**src/rtl/alu_pkg.sv**
```systemverilog
// alu_pkg: opcodes, legality check and sequencer states shared by the ALU control path
package alu_pkg;
  localparam logic [3:0] ALU_AND    = 4'b0000;
  localparam logic [3:0] ALU_OR     = 4'b0001;
  localparam logic [3:0] ALU_ADDSUB = 4'b0010;
  localparam logic [3:0] ALU_SLT    = 4'b0011;
  localparam logic [3:0] ALU_XOR    = 4'b0100;
  typedef enum logic [1:0] {IDLE, RUN, SLT_FIX, DONE} state_e;
  function automatic logic is_legal_op(input logic [3:0] op);
    return op inside {ALU_AND, ALU_OR, ALU_ADDSUB, ALU_SLT, ALU_XOR};
  endfunction
endpackage

```
**src/rtl/alu_serial_ctrl_if.sv**
```systemverilog
// alu_serial_ctrl_if: start/done request bus between the control unit and the serial ALU sequencer
interface alu_serial_ctrl_if #(parameter int WIDTH = 8) ();
  logic             start_i;
  logic [3:0]       op_i;
  logic             sub_i;
  logic [WIDTH-1:0] a_i;
  logic [WIDTH-1:0] b_i;
  logic             busy_o;
  logic             done_o;
  logic             err_o;
  logic [WIDTH-1:0] result_o;
  logic             carry_o;
  logic             overflow_o;
  logic             zero_o;
  modport master (output start_i, op_i, sub_i, a_i, b_i,
                  input  busy_o, done_o, err_o, result_o, carry_o, overflow_o, zero_o);
  modport slave  (input  start_i, op_i, sub_i, a_i, b_i,
                  output busy_o, done_o, err_o, result_o, carry_o, overflow_o, zero_o);
endinterface

```
**src/rtl/alu_serial_ctrl.sv**
```systemverilog
// alu_serial_ctrl: drives one external 1-bit ALU slice LSB first to compute a WIDTH-bit operation
module alu_serial_ctrl
  import alu_pkg::*;
#(
  parameter int WIDTH = 8
) (
  input  logic             clk_i,
  input  logic             rst_n_i,
  alu_serial_ctrl_if.slave ctrl,
  output logic             slice_a_o,
  output logic             slice_b_o,
  output logic             slice_c_o,
  output logic             slice_invert_o,
  output logic             slice_less_o,
  output logic [3:0]       slice_op_o,
  input  logic             slice_res_i,
  input  logic             slice_c_i,
  input  logic             slice_set_i
);
  localparam int KW = $clog2(WIDTH);
  state_e           state_q, state_d;
  logic [WIDTH-1:0] a_q, b_q, res_q, res_d, result_q;
  logic [3:0]       op_q;
  logic             sub_q, carry_q, msb_cin_q, cout_q, set_q;
  logic             flag_c_q, flag_v_q, zero_q, err_q;
  logic [KW-1:0]    k_q;
  logic             accept, run, last, is_slt, slt_bit;
  assign accept  = state_q == IDLE && ctrl.start_i && is_legal_op(ctrl.op_i);
  assign run     = state_q == RUN;
  assign last    = k_q == KW'(WIDTH - 1);
  assign is_slt  = op_q == ALU_SLT;
  assign slt_bit = set_q ^ msb_cin_q ^ cout_q;
  // Slice is only driven while stepping through bits; SLT runs the slice as a subtractor
  assign slice_a_o      = run & a_q[k_q];
  assign slice_b_o      = run & b_q[k_q];
  assign slice_c_o      = run & carry_q;
  assign slice_invert_o = run & (is_slt | sub_q);
  assign slice_less_o   = 1'b0;
  assign slice_op_o     = run ? (is_slt ? ALU_ADDSUB : op_q) : 4'b0000;
  assign ctrl.busy_o     = state_q != IDLE;
  assign ctrl.done_o     = state_q == DONE;
  assign ctrl.err_o      = err_q;
  assign ctrl.result_o   = result_q;
  assign ctrl.carry_o    = flag_c_q;
  assign ctrl.overflow_o = flag_v_q;
  assign ctrl.zero_o     = zero_q;
  // Next state and the partial result with the current slice bit merged in
  always_comb begin
    state_d = state_q == IDLE    ? (accept ? RUN : IDLE) :
              state_q == RUN     ? (last ? (is_slt ? SLT_FIX : DONE) : RUN) :
              state_q == SLT_FIX ? DONE : IDLE;
    res_d = res_q;
    res_d[k_q] = slice_res_i;
  end
  // Sequencer registers: capture at accept, chain carry per bit, publish flags on entry to DONE
  always_ff @(posedge clk_i or negedge rst_n_i) begin
    if (!rst_n_i) begin
      state_q   <= IDLE;
      a_q       <= '0;
      b_q       <= '0;
      op_q      <= '0;
      sub_q     <= 1'b0;
      k_q       <= '0;
      carry_q   <= 1'b0;
      res_q     <= '0;
      msb_cin_q <= 1'b0;
      cout_q    <= 1'b0;
      set_q     <= 1'b0;
      result_q  <= '0;
      flag_c_q  <= 1'b0;
      flag_v_q  <= 1'b0;
      zero_q    <= 1'b0;
      err_q     <= 1'b0;
    end else begin
      state_q <= state_d;
      err_q   <= state_q == IDLE && ctrl.start_i && !is_legal_op(ctrl.op_i);
      if (accept) begin
        a_q     <= ctrl.a_i;
        b_q     <= ctrl.b_i;
        op_q    <= ctrl.op_i;
        sub_q   <= ctrl.sub_i;
        k_q     <= '0;
        carry_q <= ctrl.op_i == ALU_SLT || (ctrl.op_i == ALU_ADDSUB && ctrl.sub_i);
      end
      if (run) begin
        res_q   <= res_d;
        carry_q <= slice_c_i;
        k_q     <= k_q + 1'b1;
        if (last) begin
          msb_cin_q <= carry_q;
          cout_q    <= slice_c_i;
          set_q     <= slice_set_i;
          if (!is_slt) begin
            result_q <= res_d;
            zero_q   <= res_d == '0;
            flag_c_q <= op_q == ALU_ADDSUB && slice_c_i;
            flag_v_q <= op_q == ALU_ADDSUB && (carry_q ^ slice_c_i);
          end
        end
      end
      if (state_q == SLT_FIX) begin
        res_q    <= WIDTH'(slt_bit);
        result_q <= WIDTH'(slt_bit);
        zero_q   <= !slt_bit;
        flag_c_q <= cout_q;
        flag_v_q <= msb_cin_q ^ cout_q;
      end
    end
  end
endmodule

```
**src/flat_wrapper.sv**
```systemverilog
// flat-port wrapper written by rule: the top's interface ports become plain ports
module alu_serial_ctrl_flat import alu_pkg::*;
#(
  parameter int WIDTH = 8
)
  (clk_i, rst_n_i, slice_a_o, slice_b_o, slice_c_o, slice_invert_o, slice_less_o, slice_op_o, slice_res_i, slice_c_i, slice_set_i, ctrl_start_i, ctrl_op_i, ctrl_sub_i, ctrl_a_i, ctrl_b_i, ctrl_busy_o, ctrl_done_o, ctrl_err_o, ctrl_result_o, ctrl_carry_o, ctrl_overflow_o, ctrl_zero_o);
  alu_serial_ctrl_if #(.WIDTH(WIDTH)) ctrl_i ();
  input  logic clk_i;
  input  logic rst_n_i;
  output logic slice_a_o;
  output logic slice_b_o;
  output logic slice_c_o;
  output logic slice_invert_o;
  output logic slice_less_o;
  output logic [3:0] slice_op_o;
  input  logic slice_res_i;
  input  logic slice_c_i;
  input  logic slice_set_i;
  input wire logic [$bits(ctrl_i.start_i)-1:0] ctrl_start_i;
  input wire logic [$bits(ctrl_i.op_i)-1:0] ctrl_op_i;
  input wire logic [$bits(ctrl_i.sub_i)-1:0] ctrl_sub_i;
  input wire logic [$bits(ctrl_i.a_i)-1:0] ctrl_a_i;
  input wire logic [$bits(ctrl_i.b_i)-1:0] ctrl_b_i;
  output wire logic [$bits(ctrl_i.busy_o)-1:0] ctrl_busy_o;
  output wire logic [$bits(ctrl_i.done_o)-1:0] ctrl_done_o;
  output wire logic [$bits(ctrl_i.err_o)-1:0] ctrl_err_o;
  output wire logic [$bits(ctrl_i.result_o)-1:0] ctrl_result_o;
  output wire logic [$bits(ctrl_i.carry_o)-1:0] ctrl_carry_o;
  output wire logic [$bits(ctrl_i.overflow_o)-1:0] ctrl_overflow_o;
  output wire logic [$bits(ctrl_i.zero_o)-1:0] ctrl_zero_o;
  assign ctrl_i.start_i = ctrl_start_i;
  assign ctrl_i.op_i = ctrl_op_i;
  assign ctrl_i.sub_i = ctrl_sub_i;
  assign ctrl_i.a_i = ctrl_a_i;
  assign ctrl_i.b_i = ctrl_b_i;
  assign ctrl_busy_o = ctrl_i.busy_o;
  assign ctrl_done_o = ctrl_i.done_o;
  assign ctrl_err_o = ctrl_i.err_o;
  assign ctrl_result_o = ctrl_i.result_o;
  assign ctrl_carry_o = ctrl_i.carry_o;
  assign ctrl_overflow_o = ctrl_i.overflow_o;
  assign ctrl_zero_o = ctrl_i.zero_o;
  alu_serial_ctrl #(.WIDTH(WIDTH)) u_core (.clk_i(clk_i), .rst_n_i(rst_n_i), .ctrl(ctrl_i), .slice_a_o(slice_a_o), .slice_b_o(slice_b_o), .slice_c_o(slice_c_o), .slice_invert_o(slice_invert_o), .slice_less_o(slice_less_o), .slice_op_o(slice_op_o), .slice_res_i(slice_res_i), .slice_c_i(slice_c_i), .slice_set_i(slice_set_i));
endmodule
```
**config.mk**
```make
export PLATFORM = sky130hd
export DESIGN_NAME = alu_serial_ctrl_flat
export DESIGN_NICKNAME = d
export VERILOG_FILES = /design/src/rtl/alu_pkg.sv /design/src/rtl/alu_serial_ctrl_if.sv /design/src/rtl/alu_serial_ctrl.sv /design/src/flat_wrapper.sv
export SDC_FILE = /design/constraint.sdc
export NUM_CORES = 1
export LEC_CHECK = 0
export ABC_AREA = 1
export CORE_MARGIN = 5
export CORE_UTILIZATION = 37
export CTS_CLUSTER_SIZE = 28
export DETAILED_ROUTE_END_ITERATION = 10
export PLACE_DENSITY = 0.68
export SYNTH_ARGS = -nofsm -noshare
export SYNTH_HDL_FRONTEND = slang
export SYNTH_SLANG_ARGS = --single-unit
```
**constraint.sdc**
```tcl
create_clock -name clk_i -period 2.6 [get_ports clk_i]
set_clock_uncertainty 0.2 [all_clocks]
set_input_delay 0.65 -clock clk_i [delete_from_list [all_inputs] [get_ports clk_i]]
set_output_delay 0.65 -clock clk_i [all_outputs]
set_load 0.02 [all_outputs]
```
### Word-level counts from Yosys, hierarchy flattened

Index checks and enable logic that the tools add are counted.

| operators by class | value |
|---|---|
| $add $sub $neg | 1 |
| order comparisons | 2 |
| equality and inequality tests | 11 |
| mux-type cells | 37 |
| bitwise gates (word level) | 9 |
| reductions and logical operators | 20 |

Operators with widths:

| operator | count |
|---|---|
| 2-to-1 mux 8 bit | 6 |
| 2-to-1 mux 1 bit | 19 |
| == test 4 x 2 -> 1 bit (second input constant) | 4 |
| bitwise mux 8 bit | 1 |
| logical NOT 8 bit | 1 |
| 2-to-1 mux 2 bit | 4 |
| 2-to-1 mux 4 bit | 2 |
| nonzero test 2 bit | 4 |
| logical AND 1 bit | 7 |
| binary-select mux 1 bit (select 3 bit) | 2 |
| 2-to-1 mux 3 bit | 2 |
| nonzero test 5 bit | 1 |
| AND 1 bit | 4 |
| == test 2 bit (second input constant) | 2 |
| == test 4 x 1 -> 1 bit (second input constant) | 1 |
| == test 4 x 3 -> 1 bit (second input constant) | 1 |
| logical NOT 4 bit | 1 |
| less-than comparator 3 x 4 -> 1 bit (second input constant) | 1 |
| XOR 1 bit | 4 |
| adder 3 x 1 -> 3 bit (second input constant) | 1 |
| demux 1 bit (select 3 bit) | 1 |
| == test 3 bit (second input constant) | 1 |
| greater-or-equal comparator 3 x 1 -> 1 bit (second input constant) | 1 |
| AND reduction 3 bit | 1 |
| other kinds (7) | 8 |

| word-level totals | value |
|---|---|
| register bits after elaboration | 50 |
| input bits | 27 |
| output and inout bits | 23 |
| logic and storage cells | 96 |

### Logic depth before layout (Yosys ltp)

| depth | value |
|---|---|
| depth in word-level cells | 10 |
| depth in mapped cells | 10 |
| depth with buffers taken out | 9 |

### Least setup slack after synthesis

No wires, ideal clock.

| path | value |
|---|---|
| path type | reg-to-output |
| start point | register u_core.k_q[0] |
| end point | output port slice_a_o |
| arrival time | 1327 ps |
| data required time | 1750 ps |
| path slack | 423 ps |
| stages on the path, launching flop included | 7 |
| path buffers | 1 |
| cell sequence | dfrtp_1 inv_2 buf_2 nand2_1 a21oi_1 o21ai_0 a21oi_1 |

| on the way | value |
|---|---|
| cells in the longest elaborated chain, start to end | 3 |

Ends and longest elaborated chain:

| item | line | source |
|---|---|---|
| start, declared | alu_serial_ctrl.sv:26 | `logic [KW-1:0] k_q;` |
| start signal, assigned | alu_serial_ctrl.sv:88 | `k_q <= k_q + 1'b1;` |
| binary-select mux 1 bit (select 3 bit) | alu_serial_ctrl.sv:34 | `assign slice_a_o = run & a_q[k_q];` |
| 2-to-1 mux 1 bit (not written as such) | alu_serial_ctrl.sv:34 |  |
| AND 1 bit | alu_serial_ctrl.sv:34 |  |
| end, declared | flat_wrapper.sv:10 | `output logic slice_a_o;` |

Every way passes these cells. The select of a mux whose other input is x is not followed.

### Worst setup path in the final report

| path | value |
|---|---|
| start point | register u_core.op_q[3] |
| end point | output port slice_invert_o |

| on the way | value |
|---|---|
| cells in the longest elaborated chain, start to end | 3 |

Ends and longest elaborated chain:

| item | line | source |
|---|---|---|
| start, declared | alu_serial_ctrl.sv:23 | `logic [3:0] op_q;` |
| start signal, assigned | alu_serial_ctrl.sv:80 | `op_q <= ctrl.op_i;` |
| == test 4 x 2 -> 1 bit | alu_serial_ctrl.sv:31 | `assign is_slt = op_q == ALU_SLT;` |
| OR 1 bit | alu_serial_ctrl.sv:37 | `assign slice_invert_o = run & (is_slt \| sub_q);` |
| AND 1 bit | alu_serial_ctrl.sv:37 |  |
| end, declared | flat_wrapper.sv:13 | `output logic slice_invert_o;` |

Every way passes these cells.

==> impl_metrics.csv <==
group,metric,value,unit
yosys,synth_top_flop_cell,"dfrtp_1",
worst_setup_path,crit_path_max_fanout,4,
sta,max_freq,400.5,MHz
worst_setup_path,critPathLaunch,"u_core.op_q[3]",
yosys,synth_cell_types,29,
yosys,yosys_warnings,0,
drt,vias_per_cell,4.791,
floorplanning,die_w,93.22,um
yosys,ys_seq_area_frac,0.4883,
power,leakage,1.648,nW
worst_setup_path,cp-start-kind,"flip-flop",
clocking,clock_sinks,50,
worst_setup_path,required,1.75,ns
clocking,insertion_delay,0.31,ns
clocking,cts_max_level,2,
floorplanning,dieArea,0.008690,mm^2
worst_setup_path,crit_chain,"nand3b_1 -> nor2_1 -> nor2_1 -> nor2_1 -> dlygate4sd2_1",
floorplanning,die_h,93.22,um
worst_setup_path,timing.rr.end,"u_core.ctrl.zero_o",
yosys,synth_seq_cells,50,
yosys,synth_area_leaders,"dfrtp_1 (49%), nand2_1 (11%), mux2_4 (7.6%)",
clocking,cts.clk_slew.worst_paths,0.10,ns
cells_and_area,n_antenna_cell,0,
floorplanning,initial_core_util,0.3793,
clocking,numCtsBuffers,5,
drt,drc,0,
sta,hold_viol,0,
worst_setup_path,timing.rr.start,"u_core.k_q[0]",
yosys,synth_nets,320,
power,power,2.328,mW
worst_setup_path,arrival,1.65,ns
worst_setup_path,critPathKind,"reg2out",
worst_setup_path,critPathCapture,"slice_invert_o",
worst_setup_path,worst_path_most_repeated_cell,"nor2_1",
drt,vias,2041,
cells_and_area,layout-drive-gt1-share,0.1445,
global_routing,grt_pass1_vias,1970,
worst_setup_path,end_kind,"output pin",
global_routing,grt_max_degree,51,
sta,rsz0062_at_grt,"false",
yosys,synth_common_cells,"nand2_1 (74), dfrtp_1 (50), o21ai_0 (30)",
cells_and_area,layout.cells.non_filler,426,
sta,holdWs,0.2388,ns
yosys,yosysTopAreaCell,"dfrtp_1",
yosys,yosys.cell_count.top_type,"nand2_1",
yosys,async_flop_share,1.000,
global_routing,grt_use_total,0.1300,
placement,place_hpwl,4026,um
drt,firstDrtPassIters,4,
outcome,status,"finished clean",
sta,max_slew_margin,0.5803,
floorplanning,io_pins,50,
power,power_density,714.1,mW/mm^2
placement,place_inst,416,
clocking,clock_path_buffers,2,
floorplanning,core_area,0.006756,mm^2
placement,port_buffers,48,
hold_path,hold_class,"in2async",
global_routing,grt_overflow,0,
clocking,cts-root-buf,"clkbuf_8",
worst_setup_path,cp_slowest_cell,"dfrtp_1",
yosys,netlist_area,0.002562,mm^2
yosys,synth_edf_count,0,
placement,place_congestion,0.7660,
worst_setup_path,rr_worst_depth,11,
sta,setup-tns-final,0,ns
flow_run,drv_cap,0,
sta,timing.final.crit_share,0.9602,
drt,initialDrtViolationCount,94,
clocking,cts_tree,"built",
worst_setup_path,max_stage_delay,0.41,ns
global_routing,antenna_found_initial,0,
yosys,avgSynthCellArea,8.928,um^2
drt,drt_wl_total,5338,um
yosys,syn_inst,287,
cells_and_area,syn2layout_area_growth,27.20,%
global_routing,grt_pass1_wl,9211,um
worst_setup_path,r2r_slack,0.41,ns
power,worst_ir_drop_vdd,0.3328,mV
sta,period_needed,2.497,ns
sta,drv_slew,0,
sta,setup-violations-final,0,
cells_and_area,nNetsFinal,378,
yosys,yosysTopAreaCellShare,0.4883,
drt,ant_nets,0,
floorplanning,num_rows,30,
drt,wl_per_cell,12.53,um
sta,tightest_slew,0.6296,ns
-- flip-flops by register name, indices dropped and copies added (netlist names), named ones only --
register / flops
u_core.k_q: 3
u_core.state_q: 1
u_core.ctrl.carry_o: 1
u_core.res_q: 8
u_core.carry_q: 1
u_core.ctrl.err_o: 1
u_core.op_q: 4
u_core.b_q: 8
u_core.set_q: 1
u_core.ctrl.overflow_o: 1
u_core.cout_q: 1
u_core.ctrl.zero_o: 1
u_core.msb_cin_q: 1
u_core.a_q: 8
u_core.sub_q: 1
u_core.ctrl.result_o: 8
-- routing by layer --
layer	global-route usage	part of all wire	vias to the layer above
li1	-	-	1045
met1	0.1788	0.48	948
met2	0.2055	0.46	42
met3	0.03379	0.049	6
met4	0.02930	0.0096	0
met5	0	0	-
-- cell families (layout without fill, tap and decap cells) --
logic type / after synthesis / in the layout / share of synthesized area
other: 1 / 1 / 0.001463
muxes: 18 / 18 / 0.09814
AOI/OAI and AO/OA: 53 / 53 / 0.1104
and+or+nand+nor: 115 / 115 / 0.1919
buffers and inverters: 43 / 102 / 0.07715
adders and majority gates: 6 / 6 / 0.02930
DFF: 50 / 50 / 0.4883
xor gates and xnor gates: 1 / 1 / 0.003419
-- stage by stage --
step | util | area (um^2) | setup WS, ns
6_report | 0.4824 | 3259 | 0.1034
5_1_grt | 0.4824 | 3259 | 0.006648
4_1_cts | 0.4815 | 3253 | 0.01890
3_5_place_dp | 0.4681 | 3163 | 0.03236
3_3_place_gp | 0.4681 | 3163 | 0.04322
2_1_floorplan | - | 2562 | 0.4226
-- worst min-delay path by stage --
stage,slack [ns],start,cells after the start,end
after floorplan,0.15,rst_n_i,0,async pin
after global placement,0.26,u_core.ctrl.result_o[0],2,u_core.ctrl.result_o[0]
after detailed placement,0.27,u_core.ctrl.result_o[0],2,u_core.ctrl.result_o[0]
after CTS,0.26,rst_n_i,2,u_core.ctrl.overflow_o
after global routing,0.30,rst_n_i,2,u_core.ctrl.overflow_o
final,0.24,rst_n_i,2,u_core.ctrl.overflow_o
-- cell usage in the layout, fill, tap and decap left out, types with 5 or more instances in the layout --
cell	Yosys	layout
nand2_1	74	74
dfrtp_1	50	49
clkdlybuf4s50_1	0	38
o21ai_0	30	30
inv_1	29	29
nand3_1	17	17
a21oi_1	16	16
nor2_1	15	15
mux2_4	13	13
buf_4	5	12
ha_1	6	6
clkbuf_8	0	6
dlygate4sd2_1	0	6
mux2_2	5	5
-- worst max-delay path: cells and delay by family (launching register included) --
kind,cells,cell delay (ns)
and+or+nand+nor,4,0.59
DFF,1,0.41
buffers and inverters,1,0.35
-- timing repair --
action,CTS,global route
endpoints found under the setup margin,8,3
resized for setup,12,5
cloned,0,0
buffers inserted,0,2
hold buffers,0,0
pin swaps,0,0
-- report_power, final --
| part | total, mW | switching, mW | internal [mW] |
|---|---|---|---|
| Clock | 0.473 | 0.259 | 0.214 |
| Combinational | 0.795 | 0.416 | 0.379 |
| Sequential | 1.06 | 0.117 | 0.943 |
| Total | 2.33 | 0.791 | 1.54 |
-- area by class of cell --
cell class              instances  area [um^2]
fillers                       673         3497
well taps                      80        100.1
multi-input cells             194         1114
clock inverters                 2        12.51
repair buffers                 62        575.6
clock buffers                   6        82.58
inverters                      32        122.6
flip-flops and latches         50         1252
Power figures use the tool's default switching activity.
